File: src/rtl/regfile_sb_if.sv
// Bus bundle for regfile_sb: read ports, masked write port,
// reservation handshake and pending count.
interface regfile_sb_if #(
    parameter int N     = 32,
    parameter int DEPTH = 4,
    parameter int AW    = $clog2(DEPTH)
);
    logic [AW-1:0] r1;
    logic [AW-1:0] r2;
    logic [N-1:0]  v1;
    logic [N-1:0]  v2;
    logic          b1;
    logic          b2;
    logic          we;
    logic [AW-1:0] w1;
    logic [N-1:0]  mask;
    logic [N-1:0]  w;
    logic          rsv_valid;
    logic [AW-1:0] rsv_addr;
    logic          rsv_ready;
    logic [AW:0]   pending;

    modport master (
        output r1, r2, we, w1, mask, w, rsv_valid, rsv_addr,
        input  v1, v2, b1, b2, rsv_ready, pending
    );

    modport slave (
        input  r1, r2, we, w1, mask, w, rsv_valid, rsv_addr,
        output v1, v2, b1, b2, rsv_ready, pending
    );
endinterface

File: src/rtl/regfile_sb.sv
// Register file with busy scoreboard and reservation handshake.
// Define REGFILE_BYPASS_EN for same-cycle write-to-read forwarding.
module regfile_sb #(
    parameter int N     = 32,
    parameter int DEPTH = 4,
    parameter int AW    = $clog2(DEPTH)
) (
    input  logic         clk,
    input  logic         rst,
    regfile_sb_if.slave  bus
);

    logic [N-1:0]     mem_q [DEPTH];
    logic [DEPTH-1:0] busy_q;
    logic [DEPTH-1:0] busy_d;
    logic [AW:0]      pending_q;
    logic [AW:0]      pending_d;

    logic         we_ok;
    logic         rsv_ok;
    logic         fire;
    logic         clr;
    logic [N-1:0] wr_old;
    logic [N-1:0] merged;
    logic [N-1:0] v1_c;
    logic [N-1:0] v2_c;
    logic         b1_c;
    logic         b2_c;

    function automatic logic in_rng(input logic [AW-1:0] a);
        return 32'(a) < 32'(DEPTH);
    endfunction

    always_comb begin
        we_ok  = bus.we && in_rng(bus.w1);
        rsv_ok = in_rng(bus.rsv_addr) && !busy_q[bus.rsv_addr];
        fire   = bus.rsv_valid && rsv_ok;
        wr_old = '0;
        if (we_ok) begin
            wr_old = mem_q[bus.w1];
        end
        merged = (wr_old & ~bus.mask) | (bus.w & bus.mask);
    end

    // A reservation landing on the written register wins over release.
    always_comb begin
        busy_d = busy_q;
        clr    = 1'b0;
        if (we_ok) begin
            busy_d[bus.w1] = 1'b0;
            clr = busy_q[bus.w1] &&
                  !(fire && (bus.rsv_addr == bus.w1));
        end
        if (fire) begin
            busy_d[bus.rsv_addr] = 1'b1;
        end
        pending_d = pending_q + (AW+1)'(fire) - (AW+1)'(clr);
    end

    always_ff @(posedge clk) begin
        if (rst) begin
            for (int i = 0; i < DEPTH; i++) begin
                mem_q[i] <= '0;
            end
        end else if (we_ok) begin
            mem_q[bus.w1] <= merged;
        end
    end

    always_ff @(posedge clk) begin
        if (rst) begin
            busy_q    <= '0;
            pending_q <= '0;
        end else begin
            busy_q    <= busy_d;
            pending_q <= pending_d;
        end
    end

    always_comb begin
        v1_c = '0;
        b1_c = 1'b0;
        if (in_rng(bus.r1)) begin
            v1_c = mem_q[bus.r1];
            b1_c = busy_q[bus.r1];
        end
`ifdef REGFILE_BYPASS_EN
        if (we_ok && (bus.w1 == bus.r1)) begin
            v1_c = merged;
            b1_c = fire && (bus.rsv_addr == bus.r1);
        end
`endif
    end

    always_comb begin
        v2_c = '0;
        b2_c = 1'b0;
        if (in_rng(bus.r2)) begin
            v2_c = mem_q[bus.r2];
            b2_c = busy_q[bus.r2];
        end
`ifdef REGFILE_BYPASS_EN
        if (we_ok && (bus.w1 == bus.r2)) begin
            v2_c = merged;
            b2_c = fire && (bus.rsv_addr == bus.r2);
        end
`endif
    end

    assign bus.v1        = v1_c;
    assign bus.v2        = v2_c;
    assign bus.b1        = b1_c;
    assign bus.b2        = b2_c;
    assign bus.rsv_ready = rsv_ok;
    assign bus.pending   = pending_q;

endmodule
File: src/flat_wrapper.sv
// flat-port wrapper written by rule: the top's interface ports become plain ports
module regfile_sb_flat 
#(
    parameter int N     = 32,
    parameter int DEPTH = 4,
    parameter int AW    = $clog2(DEPTH)
)
  (clk, rst, bus_r1, bus_r2, bus_we, bus_w1, bus_mask, bus_w, bus_rsv_valid, bus_rsv_addr, bus_v1, bus_v2, bus_b1, bus_b2, bus_rsv_ready, bus_pending);
  regfile_sb_if #(.N(N), .DEPTH(DEPTH), .AW(AW)) bus_i ();
  input  logic clk;
  input  logic rst;
  input wire logic [$bits(bus_i.r1)-1:0] bus_r1;
  input wire logic [$bits(bus_i.r2)-1:0] bus_r2;
  input wire logic [$bits(bus_i.we)-1:0] bus_we;
  input wire logic [$bits(bus_i.w1)-1:0] bus_w1;
  input wire logic [$bits(bus_i.mask)-1:0] bus_mask;
  input wire logic [$bits(bus_i.w)-1:0] bus_w;
  input wire logic [$bits(bus_i.rsv_valid)-1:0] bus_rsv_valid;
  input wire logic [$bits(bus_i.rsv_addr)-1:0] bus_rsv_addr;
  output wire logic [$bits(bus_i.v1)-1:0] bus_v1;
  output wire logic [$bits(bus_i.v2)-1:0] bus_v2;
  output wire logic [$bits(bus_i.b1)-1:0] bus_b1;
  output wire logic [$bits(bus_i.b2)-1:0] bus_b2;
  output wire logic [$bits(bus_i.rsv_ready)-1:0] bus_rsv_ready;
  output wire logic [$bits(bus_i.pending)-1:0] bus_pending;
  assign bus_i.r1 = bus_r1;
  assign bus_i.r2 = bus_r2;
  assign bus_i.we = bus_we;
  assign bus_i.w1 = bus_w1;
  assign bus_i.mask = bus_mask;
  assign bus_i.w = bus_w;
  assign bus_i.rsv_valid = bus_rsv_valid;
  assign bus_i.rsv_addr = bus_rsv_addr;
  assign bus_v1 = bus_i.v1;
  assign bus_v2 = bus_i.v2;
  assign bus_b1 = bus_i.b1;
  assign bus_b2 = bus_i.b2;
  assign bus_rsv_ready = bus_i.rsv_ready;
  assign bus_pending = bus_i.pending;
  regfile_sb #(.N(N), .DEPTH(DEPTH), .AW(AW)) u_core (.clk(clk), .rst(rst), .bus(bus_i));
endmodule
File: config.mk
export PLATFORM = sky130hd
export DESIGN_NAME = regfile_sb_flat
export DESIGN_NICKNAME = d
export VERILOG_FILES = /design/src/rtl/regfile_sb_if.sv /design/src/rtl/regfile_sb.sv /design/src/flat_wrapper.sv
export SDC_FILE = /design/constraint.sdc
export NUM_CORES = 1
export LEC_CHECK = 0
export ABC_AREA = 1
export CAP_MARGIN = 20
export CORE_UTILIZATION = 55
export CTS_BUF_LIST = sky130_fd_sc_hd__clkbuf_4 sky130_fd_sc_hd__clkbuf_8 sky130_fd_sc_hd__clkbuf_16
export CTS_CLUSTER_DIAMETER = 30
export DETAILED_ROUTE_END_ITERATION = 6
export PLACE_DENSITY = 0.82
export SLEW_MARGIN = 20
export SYNTH_ARGS = -nofsm -noshare
export SYNTH_HDL_FRONTEND = slang
export SYNTH_SLANG_ARGS = --single-unit
File: constraint.sdc
create_clock -name clk -period 8.5 [get_ports clk]
set_clock_uncertainty 0.05 [all_clocks]
set_input_delay 0.85 -clock clk [delete_from_list [all_inputs] [get_ports clk]]
set_output_delay 0.85 -clock clk [all_outputs]
set_load 0.01 [all_outputs]
Word-level counts from Yosys, hierarchy flattened --
Memory sizes are Yosys's and may differ from the RTL's. Index checks and enable logic that the tools add are counted.
Word-level totals: RAM bits 128, flip-flop bits (word level) 7, input port bits 76, memories 1, logic and storage cells 51
Cells by class: order comparisons 6, bitwise logic cells 7, multiplexer cells 24, add/sub/neg operators 2, equal/unequal tests 1, reductions and logical operators 8
Memory list:
- u_core.mem_q | depth 4, width 32, rd ports 3, clocked after memory_dff 0, wr ports 4, line regfile_sb.sv:13 | logic [N-1:0] mem_q [DEPTH];
Operator list (count):
- bitwise AND 32 bit | 2
- 2-to-1 mux 32 bit | 2
- inverter 32 bit | 1
- OR 32 bit | 1
- OR reduction 32 bit | 1
- 2-to-1 mux 1 bit | 13
- < comparator 2 x 3 -> 1 bit (second input constant) | 4
- binary-select mux 1 bit (select 2 bit) | 4
- 2-to-1 mux 4 bit | 2
- logical AND 1 bit | 5
- bitwise AND 4 bit | 1
- demux 1 bit (select 2 bit) | 2
- greater-or-equal comparator 2 x 1 -> 1 bit (second input constant) | 2
- inverter 4 bit | 1
- OR 4 bit | 1
- adder 3 x 1 -> 3 bit | 1
- subtractor 3 x 1 -> 3 bit | 1
- equality test 2 bit | 1
- logical NOT 1 bit | 2
- 2-to-1 mux 2 bit | 1

Logic depth before layout (Yosys ltp) --
Gate-level depths: netlist of run 1.
word-level depth 9, gate-level depth with buffers 15, depth with buffers taken out 13

Worst setup path after synthesis of run 1 --
Ideal clock, no wire load.
path kind in2reg, from input bus_w1[0], to memory u_core.mem_q[3][0] (enable), data arrival time 3456 ps, required time 7983 ps, stages on the path 4, path slack 4527 ps, setup time 467 ps, cells stage by stage buf_6 > buf_8 > nand2_1 > o21ai_0
RTL lines:
- start: declaration | line flat_wrapper.sv:15 | input wire logic [$bits(bus_i.w1)-1:0] bus_w1;
- end: declaration | line regfile_sb.sv:13

Worst setup path after layout of run 1 --
from input bus_r2[0], to output bus_v2[18]
On the way: longest elaborated chain between the ends 1
RTL lines:
- start: declaration | line flat_wrapper.sv:13 | input wire logic [$bits(bus_i.r2)-1:0] bus_r2;
- memory read (4 x 32 bit)
- end: declaration | line flat_wrapper.sv:21 | output wire logic [$bits(bus_i.v2)-1:0] bus_v2;
Every way passes these cells.

==> results of run 1 <==
==> logic make-up (layout without fill, tap and decap cells) <==
logic type      Yosys count  count (layout)  synth area share
compound gates          330             330             0.207
xor+xnor                  2               2           0.00204
fa+ha+maj                 3               3           0.00525
buf+inv                  96             203            0.0585
flops                   135             135             0.465
simple gates            559             559             0.262
==> worst max-delay path, cell delays in order <==
cell             delay, ns
buf_2                 0.08
buf_4                 0.59
clkinv_2              0.99
o21ai_0               0.55
o22ai_1               0.16
clkdlybuf4s50_1       0.51
==> power by group <==
part	total [mW]	switching [mW]	internal, mW
Combinational	0.366	0.213	0.153
Clock	0.864	0.284	0.580
Sequential	0.801	0.0307	0.770
Total	2.03	0.528	1.50
==> cell type report <==
cell class | count | area, um2
clock buffer | 18 | 433
sequential | 135 | 3980
multi-input combinational | 894 | 4110
clock inverter | 14 | 254
inverter | 16 | 65.1
timing repair buffer | 155 | 1510
tap | 188 | 235
fill | 1213 | 4620
==> layer usage <==
layer,up-vias,track usage
met5,-,0
met4,0,0.182
met3,110,0.0523
met2,712,0.558
met1,4072,0.424
li1,4042,-
==> metrics by stage <==
stage | worst slack (ns) | util | instance area, um2 | total power, mW
2_1_floorplan | 4.53 | - | 8570 | 1.01
3_3_place_gp | 4.30 | 0.651 | 9890 | 1.16
3_5_place_dp | 4.26 | 0.651 | 9890 | 1.17
4_1_cts | 4.29 | 0.696 | 10600 | 2.02
5_1_grt | 3.70 | 0.696 | 10600 | 2.09
6_report | 3.80 | 0.696 | 10600 | 2.03
==> layout by cell type (no fill, tap or decap), types with 2 or more instances in the layout <==
cell type        Yosys  final
nor2_1             172    172
bufinv_16            0      7
ha_1                 2      2
nand2_1            337    334
nand3_2              2      2
nand2_2             32     35
clkinv_2             0      6
edfxtp_1           128    128
buf_2               26      4
o22ai_1             66     66
inv_1               12     10
xnor2_1              2      2
dfxtp_1              7      7
buf_4                6     10
a21oi_1            118    118
clkdlybuf4s50_1      0    141
a21oi_2             11     11
nor3_1               2      2
clkinvlp_4           0      2
inv_2                3      3
nand3_1              8      8
clkbuf_16            0     17
o21ai_0            135    134
==> flip-flops by register name, summed over array words and instances, names as in the netlist <==
register,cells
u_core.mem_q,128
u_core.busy_q,4
u_core.bus.pending,3
==> final timing paths <==
path | slack, ns | start | to
max | 3.80 | bus_r2[0] | bus_v2[18]
min | 0.48 | u_core.busy_q[1]$_SDFF_PP0_ | u_core.busy_q[1]$_SDFF_PP0_
max reg2reg | 6.24 | u_core.busy_q[3]$_SDFF_PP0_ | u_core.bus.pending[2]$_SDFF_PP0_
min reg2reg | 0.48 | u_core.busy_q[1]$_SDFF_PP0_ | u_core.busy_q[1]$_SDFF_PP0_
==> out/metrics.yaml, run 1 <==
routing:
  totalWireLength_um: 27000
  wl_met3_um: 3080
  drc_errors: 0
  drt-vias-per-instance: 6.29
  wl_per_cell_um: 19.0
  first_pass_iters: 7
  routed.top_layer: "met4"
  wl_met2_um: 12900
  routed-via-count: 8936
  first_iter_violations: 1102
  antenna_left: 0
  wl_met1_um: 10000
hold_path:
  holdPathStages: 2
  worst_hold_path_type: "reg2reg"
clock_network:
  cts.htree.levels: 4
  cts.repair.resized: 0
  cts_tree: "built"
  clk_latency_ns: 0.43
  cts_buffers: 17
  cts_sinks: 135
  cts_buffer_depth: 2
  cts_root_buf: "clkbuf_16"
  hold_buffers: 0
  cts_setup_buffers: 0
  clk_pin_slew_ns: 0.06
floorplan:
  die_y_um: 127
  die_w_um: 127
  dieArea_mm2: 0.0161
  io_pins: 146
  start_util: 0.564
  core.rowCount: 45
  fp.coreArea_mm2: 0.0152
critical_path:
  critPathKind: "in2out"
  ff2ff_path_depth: 11
  worstPathMaxFanout: 67
  cp-start-kind: "primary input"
  crit_path_end_kind: "output port"
  cp.required_ns: 7.60
  critPathArrivalTime_ns: 3.80
grt:
  grt_max_degree: 69
  grt_pass1_vias: 8317
  overflow: 0
  antenna_found_initial: 0
  grt_first_pass_wirelength_um: 41600
  grtUsageTotal: 0.336
yosys:
  synth.cells.most_frequent: "337 x nand2_1, 172 x nor2_1, 135 x o21ai_0"
  yosys-top-cells-area: "edfxtp_1 45%, nand2_1 15%, o21ai_0 7.9%"
  synth_top_area_frac: 0.448
  syn_nets: 1204
  synth_warnings: 0
  synth_edf_count: 128
  yosysUniqueCellTypes: 30
  synth_area_mm2: 0.00857
  synth_top_area_cell: "edfxtp_1"
  ys_seq_area_frac: 0.465
  ys.flop_type: "edfxtp_1"
  syn_inst: 1125
  yosysMostFrequentCell: "nand2_1"
  async_flop_share: 0
  avgSynthCellArea_um2: 7.62
  synth_seq_cells: 135
place:
  place_congestion: 0.838
  dp_hpwl_um: 14900
  port_buffers: 145
  dpl.cell_count: 1388
timing:
  hold_slack_ns: 0.485
  hold_violations: 0
  tns_ns: 0
  fin_crit_sh: 0.553
  slew_headroom: 0.305
  rsz0062_at_grt: "no"
  fmax_ghz: 0.213
  setup_viol: 0
  tightestPinTransition_ns: 1.04
  min_period_ns: 4.70
  slew_viol_final: 0
final_layout:
  layout.nets: 1298
  drive_above_1_share: 0.0852
  syn2layout_area_growth_pct: 23.5
  layout.cells.non_filler: 1420
  diodes: 0
power:
  vdd_ir_drop_max_mv: 0.144
  leakagePower_nw: 4.15
  power_density_mw_per_mm2: 192
status:
  status: "finished, final reports clean"
flow_run:
  max-cap-violations: 0
No activity file was read; power rests on OpenSTA's default activity.
==> run 2, diff against run 1 <==
CORE_UTILIZATION = 49   (was 55)
PLACE_DENSITY = 0.78   (was 0.82)
clock period = 4.3 ns   (was 8.5 ns; I/O delays follow)
==> out/metrics.yaml, run 2 (synthesis results as in run 1) <==
status:
  status: "finished, final reports clean"
routing:
  wl_met2_um: 12800
  drc_errors: 0
  routed.top_layer: "met4"
  wl_met3_um: 2910
  drt-vias-per-instance: 6.00
  wl_met1_um: 10400
  antenna_left: 0
  routed-via-count: 8773
  totalWireLength_um: 27200
  wl_per_cell_um: 18.6
  first_iter_violations: 1192
  first_pass_iters: 6
final_layout:
  largest_register_ffs: 128
  largest_register: "u_core.mem_q"
  drive_above_1_share: 0.0878
  layout.cells.non_filler: 1463
  layout.nets: 1308
  final_cell_mix: "334 x nand2_1, 172 x nor2_1, 141 x clkdlybuf4s50_1"
  syn2layout_area_growth_pct: 23.4
  final_common_cell: "nand2_1"
floorplan:
  die_w_um: 134
  io_pins: 146
  die_y_um: 134
  start_util: 0.510
  fp.coreArea_mm2: 0.0168
  dieArea_mm2: 0.0180
  core.rowCount: 47
critical_path:
  critPathKind: "in2out"
  cp-start-kind: "primary input"
  ff2ff_path_depth: 11
  worstReg2RegEnd: "u_core.bus.pending[2]$_SDFF_PP0_"
  rr_startpoint: "u_core.busy_q[3]$_SDFF_PP0_"
  worstPathMaxFanout: 19
  critPathArrivalTime_ns: 2.57
  cp.required_ns: 3.82
  r2r_slack_ns: 2.04
  crit_path_end_kind: "output port"
power:
  p_sw_mw: 1.00
  pwr-share-seq: 0.431
  leakagePower_nw: 4.14
  power_density_mw_per_mm2: 348
  comb_power_share: 0.198
  switching_share: 0.272
  vdd_ir_drop_max_mv: 0.266
  power_frac_clock: 0.371
  p_int_mw: 2.68
clock_network:
  clk_latency_ns: 0.42
  clk_pin_slew_ns: 0.06
  cts.htree.levels: 4
  cts_buffer_depth: 2
  cts_tree: "built"
  cts_root_buf: "clkbuf_16"
  cts_setup_buffers: 0
  hold_buffers: 0
  cts.repair.resized: 0
  cts_buffers: 17
  cts_sinks: 135
timing:
  rsz0062_at_grt: "no"
  fin_crit_sh: 0.709
  tightestPinTransition_ns: 1.06
  hold_slack_ns: 0.483
  hold_violations: 0
  slew_viol_final: 0
  fmax_ghz: 0.328
  slew_headroom: 0.293
  min_period_ns: 3.05
  setup_viol: 0
  tns_ns: 0
place:
  dpl.cell_count: 1430
  place_congestion: 0.883
  port_buffers: 145
  dp_hpwl_um: 16100
grt:
  grtUsageTotal: 0.306
  grt_max_degree: 67
  overflow: 0
  antenna_found_initial: 1
  grt_first_pass_wirelength_um: 42300
  grt_pass1_vias: 8425
flow_run:
  max-cap-violations: 0
hold_path:
  worst_hold_path_type: "reg2reg"
  hp-start: "u_core.busy_q[0]$_SDFF_PP0_"
  hold_end: "u_core.busy_q[0]$_SDFF_PP0_"
  holdPathStages: 2
run 2: per-stage QoR:
step,instance area [um2],util,power [mW],setup WS (ns)
6_report,10600,0.629,3.68,1.25
5_1_grt,10600,0.629,3.81,1.18
4_1_cts,10600,0.629,3.67,1.28
3_5_place_dp,10000,0.596,2.32,1.30
3_3_place_gp,10000,0.596,2.31,1.32
2_1_floorplan,8570,-,1.99,0.747
run 2: metal layers:
layer | track usage | vias up
met5 | 0 | -
met4 | 0.175 | 0
met3 | 0.0620 | 110
met2 | 0.497 | 599
met1 | 0.381 | 4001
li1 | - | 4063
run 2: how the worst max path moves through the flow:
stage              start                      endpoint  slack, ns  depth (start not counted)
2_1_floorplan  bus_w1[0]  u_core.mem_q[3][0]$_DFFE_PP_       0.75                          4
3_3_place_gp   bus_r1[1]                    bus_v1[24]       1.32                          6
3_5_place_dp   bus_r1[1]                    bus_v1[24]       1.30                          6
4_1_cts        bus_r1[1]                     bus_v1[4]       1.28                          6
5_1_grt        bus_r1[1]                     bus_v1[4]       1.18                          6
6_report       bus_r1[1]                     bus_v1[4]       1.25                          6
run 2: cell type report:
class | instances | area, um2
Antenna cell | 1 | 2.50
Clock buffer | 19 | 440
Clock inverter | 13 | 113
Fill cell | 1453 | 6240
Inverter | 16 | 62.6
Multi-Input combinational cell | 894 | 4110
Sequential cell | 135 | 3980
Tap cell | 220 | 275
Timing Repair Buffer | 165 | 1590
run 2: critical path: stages:
cell             delay [ns]
clkdlybuf4s50_1        0.43
inv_1                  0.42
buf_4                  0.36
o21ai_0                0.16
o22ai_1                0.19
clkdlybuf4s50_1        0.57
run 2: power groups by stage:
| stage | Clock [mW] | Combinational, mW | Sequential [mW] |
|---|---|---|---|
| 6_report | 1.37 | 0.727 | 1.58 |
| 5_1_grt | 1.43 | 0.788 | 1.59 |
| 4_1_cts | 1.37 | 0.720 | 1.58 |
| 3_5_place_dp | 0 | 0.714 | 1.61 |
| 3_3_place_gp | 0 | 0.707 | 1.61 |
| 2_1_floorplan | 0 | 0.399 | 1.59 |
==> run 3, diff against run 2 <==
CORE_UTILIZATION = 54   (was 49)
PLACE_DENSITY = 0.81   (was 0.78)
clock period = 3 ns   (was 4.3 ns; I/O delays follow)
==> out/metrics.yaml, run 3 (synthesis results as in run 1) <==
critical_path:
  path_buf_inv: 4
  worstReg2RegEnd: "u_core.bus.pending[2]$_SDFF_PP0_"
  cp-start-kind: "primary input"
  rr_startpoint: "u_core.busy_q[2]$_SDFF_PP0_"
  critPathTopFamily: "buffers and inverters"
  crit_path_end_kind: "output port"
  crit_chain: "clkdlybuf4s50_1 -> inv_1 -> buf_4 -> o21ai_0 -> o22ai_1 -> clkdlybuf4s50_1"
  critPathArrivalTime_ns: 2.33
  r2r_slack_ns: 0.85
  ff2ff_path_depth: 11
  critPathKind: "in2out"
  cp.required_ns: 2.65
  cp_slowest_cell: "clkdlybuf4s50_1"
  crit_cells: 6
  path_common_cell: "clkdlybuf4s50_1"
  worstPathMaxFanout: 14
  crit_path_max_incr_delay_ns: 0.63
place:
  dpl.cell_count: 1431
  place_congestion: 0.883
  dpl_cell_area_mm2: 0.0101
  port_buffers: 145
  dp_hpwl_um: 16700
power:
  p_int_mw: 3.85
  power_density_mw_per_mm2: 498
  vdd_ir_drop_max_mv: 0.374
  comb_power_share: 0.201
  pwr-share-seq: 0.427
  p_sw_mw: 1.47
  power_mw: 5.33
  leakagePower_nw: 4.20
  switching_share: 0.276
  power_frac_clock: 0.372
final_layout:
  largest_register_ffs: 128
  largest_register: "u_core.mem_q"
  layout.nets: 1318
  drive_above_1_share: 0.0951
  layout.cells.non_filler: 1463
  fin_util: 0.696
  final_area_mm2: 0.0107
  final_cell_mix: "334 x nand2_1, 172 x nor2_1, 141 x clkdlybuf4s50_1"
  syn2layout_area_growth_pct: 24.8
  final_common_cell: "nand2_1"
routing:
  first_iter_violations: 1132
  drt-vias-per-instance: 6.16
  wl_per_cell_um: 18.9
  drc_errors: 0
  first_pass_iters: 7
  routed-via-count: 9009
  totalWireLength_um: 27600
  antenna_left: 0
timing:
  tightestPinTransition_ns: 0.773
  slew_viol_final: 0
  slew_headroom: 0.485
  setup_viol: 0
  tns_ns: 0
  fmax_ghz: 0.374
  rsz0062_at_grt: "no"
  min_period_ns: 2.68
  fin_crit_sh: 0.892
  hold_violations: 0
clock_network:
  cts_buffer_depth: 2
  cts.repair.resized: 0
  cts_setup_buffers: 0
  cts_sinks: 135
  cts_buffers: 17
  clk_pin_slew_ns: 0.05
  clk_latency_ns: 0.42
  hold_buffers: 0
  cts.htree.levels: 4
  cts_root_buf: "clkbuf_16"
  cts_tree: "built"
floorplan:
  die_w_um: 128
  io_pins: 146
  die_y_um: 128
  start_util: 0.558
  fp.coreArea_mm2: 0.0154
  dieArea_mm2: 0.0164
  core.rowCount: 45
hold_path:
  hold_end: "u_core.busy_q[1]$_SDFF_PP0_"
  worst_hold_path_type: "reg2reg"
  hp-start: "u_core.busy_q[1]$_SDFF_PP0_"
  holdPathStages: 2
grt:
  antenna_found_initial: 1
  grt_max_degree: 67
  grtUsageTotal: 0.341
  grt_pass1_vias: 8464
  overflow: 0
  grt_first_pass_wirelength_um: 42300
flow_run:
  max-cap-violations: 0
status:
  status: "finished, final reports clean"
[run 3: cell count changes in the layout (fill, tap and decap cells not counted), sizes merged]
cell / change
clkinv: -2
buf: +10
clkinvlp: +1
[run 3: stage by stage]
step	hold WS, ns	setup WS, ns
after floorplan	0.381	0.454
final	0.488	0.323
after global routing	0.520	0.255
after detailed placement	0.479	0.419
after CTS	0.482	0.415
after global placement	0.474	0.434
[run 3: routing by layer]
layer  vias up  GRT usage  share of wire
met5         -          0              0
met3       128     0.0655           0.11
met4         0      0.194          0.043
met2       701      0.578           0.48
met1      4095      0.408           0.36
li1       4085          -              -
[run 3: worst max-delay path by stage]
stage               startpoint                            to  slack, ns
floorplan            bus_w1[0]  u_core.mem_q[3][0]$_DFFE_PP_       0.45
global placement     bus_r2[1]                    bus_v2[20]       0.43
detailed placement   bus_r2[1]                    bus_v2[25]       0.42
CTS                  bus_r2[1]                    bus_v2[25]       0.42
global route         bus_r2[1]                    bus_v2[25]       0.26
finish               bus_r2[1]                    bus_v2[18]       0.32
[run 3: worst reg2reg max path, cell delays in order (launching register included)]
cell,delay (ns)
dfxtp_1,0.36
nand2_1,0.08
o21ai_0,0.07
nor2_1,0.09
nor2_1,0.05
ha_1,0.26
inv_1,0.04
ha_1,0.22
fa_1,0.42
xnor2_1,0.20
xnor2_1,0.14
nor2_1,0.05
[run 3: cell type report]
| cell class | count | area (um2) |
|---|---|---|
| antenna | 1 | 2.50 |
| clock buffer | 19 | 440 |
| clock inverter | 12 | 111 |
| fill | 1212 | 4670 |
| inverter | 16 | 62.6 |
| multi-input combinational | 894 | 4110 |
| sequential | 135 | 3980 |
| tap | 211 | 264 |
| timing repair buffer | 175 | 1730 |
[run 3: power groups by stage]
stage	sequential [mW]	combinational [mW]	clock, mW
floorplan	2.28	0.572	0
global placement	2.30	1.03	0
detailed placement	2.30	1.05	0
CTS	2.27	1.06	1.98
global route	2.28	1.15	2.05
finish	2.27	1.07	1.98
